## src/rtl/ghost_pkg.sv

```systemverilog
// ghost_pkg: shared types and constants for the ghost-mode power-up path
package ghost_pkg;
  typedef enum logic {IDLE, HELD} req_state_t;
  localparam int GHOST_DEBOUNCE_DEFAULT = 3;
  localparam bit GHOST_ACTIVE_LOW = 1'b1;
endpackage

```

## src/rtl/ghost_request_ctrl_button_debouncer.sv

```systemverilog
// button_debouncer: polarity fix, 2-flop synchronizer and stability counter for a raw push-button
module button_debouncer import ghost_pkg::*; #(
  parameter int DEBOUNCE_CYCLES = GHOST_DEBOUNCE_DEFAULT,
  parameter bit ACTIVE_LOW = GHOST_ACTIVE_LOW
) (
  input  logic clk,
  input  logic reset,
  input  logic buttonIn,
  output logic buttonClean
);
  localparam int CNT_W = $clog2(DEBOUNCE_CYCLES + 1);
  logic pressed, s1, buttonSync;
  logic [CNT_W-1:0] cnt;
  assign pressed = buttonIn ^ ACTIVE_LOW;
  // synchronize the pressed level and only let it through once stable for DEBOUNCE_CYCLES samples
  always_ff @(posedge clk or negedge reset) begin
    if (!reset) begin
      s1 <= 1'b0;
      buttonSync <= 1'b0;
      buttonClean <= 1'b0;
      cnt <= '0;
    end else begin
      s1 <= pressed;
      buttonSync <= s1;
      if (buttonSync == buttonClean) cnt <= '0;
      else if (cnt == CNT_W'(DEBOUNCE_CYCLES - 1)) begin
        buttonClean <= buttonSync;
        cnt <= '0;
      end else cnt <= cnt + 1'b1;
    end
  end
endmodule

```

## src/rtl/ghost_request_ctrl.sv

```systemverilog
// ghost_request_ctrl: turns debounced presses into single ghost requests, dropping those made while ghost is active
module ghost_request_ctrl import ghost_pkg::*; #(
  parameter int DEBOUNCE_CYCLES = GHOST_DEBOUNCE_DEFAULT,
  parameter bit ACTIVE_LOW = GHOST_ACTIVE_LOW,
  parameter int COUNT_W = 8
) (
  input  logic clk,
  input  logic reset,
  input  logic buttonIn,
  input  logic ghostEnable,
  output logic ghostRequest,
  output logic droppedRequest,
  output logic buttonClean,
  output logic [COUNT_W-1:0] acceptCount,
  output logic [COUNT_W-1:0] dropCount
);
  req_state_t state, stateNext;
  logic reqNext, dropNext;
  button_debouncer #(.DEBOUNCE_CYCLES(DEBOUNCE_CYCLES), .ACTIVE_LOW(ACTIVE_LOW)) debouncer (
    .clk(clk),
    .reset(reset),
    .buttonIn(buttonIn),
    .buttonClean(buttonClean)
  );
  // a new press is judged once on leaving IDLE; HELD waits for release so holding never repeats
  always_comb begin
    stateNext = state;
    reqNext = 1'b0;
    dropNext = 1'b0;
    if (state == IDLE && buttonClean) begin
      stateNext = HELD;
      reqNext = !ghostEnable;
      dropNext = ghostEnable;
    end else if (state == HELD && !buttonClean) stateNext = IDLE;
  end
  // register state, pulses and saturating HUD counters
  always_ff @(posedge clk or negedge reset) begin
    if (!reset) begin
      state <= IDLE;
      ghostRequest <= 1'b0;
      droppedRequest <= 1'b0;
      acceptCount <= '0;
      dropCount <= '0;
    end else begin
      state <= stateNext;
      ghostRequest <= reqNext;
      droppedRequest <= dropNext;
      if (reqNext && acceptCount != {COUNT_W{1'b1}}) acceptCount <= acceptCount + 1'b1;
      if (dropNext && dropCount != {COUNT_W{1'b1}}) dropCount <= dropCount + 1'b1;
    end
  end
endmodule

```

## config.mk

```make
export PLATFORM = sky130hd
export DESIGN_NAME = ghost_request_ctrl
export DESIGN_NICKNAME = d
export VERILOG_FILES = /design/src/rtl/ghost_pkg.sv /design/src/rtl/ghost_request_ctrl_button_debouncer.sv /design/src/rtl/ghost_request_ctrl.sv
export SDC_FILE = /design/constraint.sdc
export NUM_CORES = 1
export LEC_CHECK = 0
export ABC_AREA = 1
export CAP_MARGIN = 10
export CORE_MARGIN = 5
export CORE_UTILIZATION = 30
export DETAILED_ROUTE_END_ITERATION = 16
export DONT_BUFFER_PORTS = 1
export GPL_ROUTABILITY_DRIVEN = 1
export PLACE_DENSITY_LB_ADDON = 0.15
export SLEW_MARGIN = 20
export SYNTH_ARGS = -nofsm -noshare
export SYNTH_HDL_FRONTEND = slang
export SYNTH_SLANG_ARGS = --single-unit
```

## constraint.sdc

```tcl
create_clock -name clk -period 1.26 [get_ports clk]
set_input_delay 0.378 -clock clk [delete_from_list [all_inputs] [get_ports clk]]
set_output_delay 0.378 -clock clk [all_outputs]
set_load 0.02 [all_outputs]
```

# Word level (Yosys, flattened, before mapping)
# Cells that the tools add are included.
# totals
reg_bits	24
latch_bits	0
ram_bits	0
romBits	0
inputBits	4
out_inout_bits	19
mem_count	0
# classes
n_addsub	3
multipliers	0
div_mod_pow	0
magnitude_cmp	0
n_eq_ne	4
n_shift	0
muxes	6
bitwise	3
n_reduce_logical	8
# ops
operator	n
adder 8 x 1 -> 8 bit, second input constant	2
inequality test 8 bit, second input constant	2
logical AND 1 bit	4
two-way mux 1 bit	4
two-way mux 2 bit	2
NOT 1 bit	3
adder 2 x 1 -> 2 bit, second input constant	1
equality test 2 bit, second input constant	1
logical NOT 1 bit	2
AND reduction 2 bit	1
nonzero test 2 bit	1
equality test 1 bit	1

# Logic depth before layout (Yosys ltp)
# logic_depth
word_depth	4
mapped_depth	8
depth_no_buf	8

# Modules after synthesis
# From an unflattened synthesis, not the netlist that was laid out.
# hier_totals
cells_unflattened	158
hier_area_um2	1238.7
# modules_own_cells
module	n_inst	cells_each	area_per_inst_um2	seq_area_each_um2
ghost_request_ctrl	1	136	1048.5	475.5
button_debouncer	1	22	190.2	125.1

# Least setup slack after synthesis
# Ideal clock, no wire load.
# synth_path
path_kind	reg2reg
start	register acceptCount[1]
end	register acceptCount[5]
setup_ns	0.117
arrival_ns	1.238
required_time_ns	1.143
path_slack_ns	-0.095
path_stages_with_launch	9
path_buffers	0
cell_sequence	dfrtp_1 -> ha_1 -> nand2_1 -> nor2_2 -> nand2_4 -> nand2_4 -> inv_2 -> nand2_1 -> nand2_1
# synth_via
elab_chain_len	2
elab_cells_between_ends	3
classes_between	add/sub (1); eq/ne (1); reduce/logical (1)
# synth_lines
element	line	text
start: declaration	ghost_request_ctrl.sv:14	output logic [COUNT_W-1:0] acceptCount,
start signal: assignment	ghost_request_ctrl.sv:48	if (reqNext && acceptCount != {COUNT_W{1'b1}}) acceptCount <= acceptCount + 1'b1;
parallel branches: the longest is 2 deep, another holds adder 8 x 1 -> 8 bit	-	
# Several ways; the timed one is not identified.
# A chain may end at the register's enable or synchronous reset.

# Worst setup path in the final report
# layout_path
start	register dropCount[3]
end	output port dropCount[3]
# layout_rtl
element	line	text
start: declaration	ghost_request_ctrl.sv:15	output logic [COUNT_W-1:0] dropCount
start signal: assignment	ghost_request_ctrl.sv:49	if (dropNext && dropCount != {COUNT_W{1'b1}}) dropCount <= dropCount + 1'b1;
# No word-level cell between the ends.

==> metrics.txt <==
final slew viol count 0; Max Cap Viol 0; post-synthesis sequential area ratio a little under half; largest net degree at the start of global routing 25; Antenna Nets Post-Route 0; nets@finish around 190; Finish-stage setup viols 0; Clock Skews about 0.0018 ns; DRT iter0 DRCs 56; Ant. Diodes 0; Worst-Margin Slew roughly 0.21 ns; post-synthesis cell type count 22; vias per cell ~4.4; delay-heaviest family, CP flip-flops; DR DRC count 0; port buffer count 0; synth-to-layout area growth 34.00%; setup TNS 0 ns; slowest stage cell, crit path dfrtp_2; ys async rst share 100.0%; Top Ports 23; RSZ-0062 raised after global routing true; placed insts 217; Rows 23; crit path max fanout 6; Ys Warns 0; initial antenna violation count 0; grt peak-use layer met2; Die Y-Extent 74.58 um; GRT Total Usage roughly a tenth; share of cells above drive strength 1 between 30 and 40%; DR pass1 iterations 4; Critical Path Sink Type output pin; global routing usage on met1 between 10 and 15%; first-pass GRT wire length between 4000 and 5000 um; share of the synthesized area in the top cell type a little under half; worst hold margin 0.1581 ns; area leader, netlist dfrtp_1; most frequent cell after synthesis nand2_1; Worst Hold Class in2reg; CP Class reg2out; Synth Flop Type dfrtp_1; CP Launch Type flop; syn_area_per_cell about 8.3 um^2; top cells by count, synth 53 x nand2_1, 24 x dfrtp_1, 19 x inv_1, 11 x nand3_1; Worst EP arrival 0.87 ns; Period Utilization, post-route approximately 99%; Non-Filler Instances between 200 and 250; number of flops mapped to enable cells by yosys 0; Post-Synthesis Cells 150; gr ovfl total 0; Synth Register Bits 24; TritonCTS Buffers 3; CTS root buffer clkbuf_8; drt wl/cell 11.32 um; FMAX approximately 800 MHz; worst-skew pair later-pin latency 0.26 ns; status finished clean; CP cell instances buf_6; gpl congestion ~0.78; Crit path required time 0.88 ns; Initial Util a little over 30%; final number of hold-violating endpoints 0; WP buf/inv 1; Die ar. 0.005562 mm^2; cell area after synthesis roughly 0.0013 mm^2; vias post-DR between 1,000 and 1,500; CP max stage delay roughly 0.46 ns; relative slew slack roughly 86%; syn nets about 160; met3 Use GR 3.784%; met2 Track Usage GR approximately a fifth; vias in the first global route approximately 1,100; Die Wd 74.58 um; post-DP HPWL between 1500 and 2000 um; dominant cells by area after synthesis dfrtp_1 48%, nand2_1 16%, inv_1 5.7%; clock slew at reported path FFs 0.09 ns; CTS max path bufs 2; worst vdd ir roughly 1.0 mV; Detailed Route WL around 2600 um; Tmin final between 1 and 1.5 ns; static leakage about 0.00084 uW; Pwr Density 1917 mW/mm^2; H-tree Lvls 1; core area about 0.0040 mm^2; CTS tree done; clk sinks 24
[layout by cell type (no fill, tap or decap)]
cell / instances
nand2_2: 6
inv_2: 5
clkbuf_8: 3
nor2_2: 1
buf_12: 1
dfrtp_2: 7
nand4_1: 1
o21ai_0: 3
nand2_4: 3
nor2_1: 4
dlygate4sd3_1: 1
a21oi_1: 2
o21bai_1: 2
nor3_1: 2
nand3b_1: 1
inv_1: 16
bufinv_16: 1
mux2i_1: 1
buf_6: 4
nand3_1: 11
nand2_1: 50
dfrtp_1: 17
ha_4: 2
inv_4: 1
nand2_8: 1
nor2_4: 6
nor3_2: 1
ha_2: 1
xnor2_1: 5
buf_4: 21
[per-layer routing]
metal	vias to the layer above	wire length, um
met4	0	20
met3	2	169
met5	-	0
met2	18	1360
met1	474	1053
li1	523	-
[sequential cells by signal (all words and copies together), names as in the netlist]
signal,count
debouncer.buttonSync,1
droppedRequest,1
dropCount,8
debouncer.cnt,2
debouncer.buttonClean,1
state,1
ghostRequest,1
debouncer.s1,1
acceptCount,8
[cell type report]
type	count	area, um^2
Clock buffer	3	41.29
Clock inverter	1	30.03
Fill cell	416	2352
Inverter	22	85.08
Multi-Input combinational cell	103	615.6
Sequential cell	24	609.3
Tap cell	50	62.56
Timing Repair Buffer	27	232.7
[through the flow]
stage | setup slack [ns] | util (%) | instance area, um^2 | power (uW)
2_1_floorplan | 0.001573 | - | 1260 | 1928
3_3_place_gp | 0.006451 | 35.99 | 1450 | 2276
3_5_place_dp | -0.001344 | 35.99 | 1450 | 2289
4_1_cts | -0.004039 | 39.41 | 1588 | 3074
5_1_grt | -0.01751 | 41.61 | 1677 | 3448
6_report | 0.008632 | 41.61 | 1677 | 3215
[final timing paths]
kind	endpoint	slack [ns]	startpoint	cells past startpoint
worst max-delay path	dropCount[3]	0.009	dropCount[3]	1
worst min-delay path	debouncer.s1	0.16	buttonIn	1
worst max register to register	acceptCount[7]	0.06	acceptCount[0]	6
worst min register to register	debouncer.buttonSync	0.35	debouncer.s1	0
max in group asynchronous	debouncer.buttonClean	0.56	reset	2
min in group asynchronous	acceptCount[7]	0.54	reset	2
[power breakdown]
part	switching (uW)	internal, uW
combinational	759	610
sequential	181	989
clock	250	424
[logic make-up after synthesis]
| family | share of synthesized area, % |
|---|---|
| compound gates | 3.199 |
| xor+xnor | 3.500 |
| mux | 0.8000 |
| fa+ha+maj | 3.000 |
| flops | 48.00 |
| simple gates | 34.10 |
| buf+inv | 7.401 |
[worst reg2reg max path, stage by stage, from the launching register on]
cell	delay [ns]
dfrtp_2	0.44
ha_4	0.18
buf_4	0.14
a21oi_1	0.16
nand3_1	0.09
nand2_1	0.07
inv_1	0.04
[repair_timing]
action                                 in CTS  in global routing
hold buffers                                2                  0
gates resized for setup                     6                 15
pin swaps                                   0                  2
setup buffers                               3                  4
setup endpoints to repair                   8                 19
endpoints found under the hold margin      24                  0
Note: power is estimated with default switching activity, not from simulation.
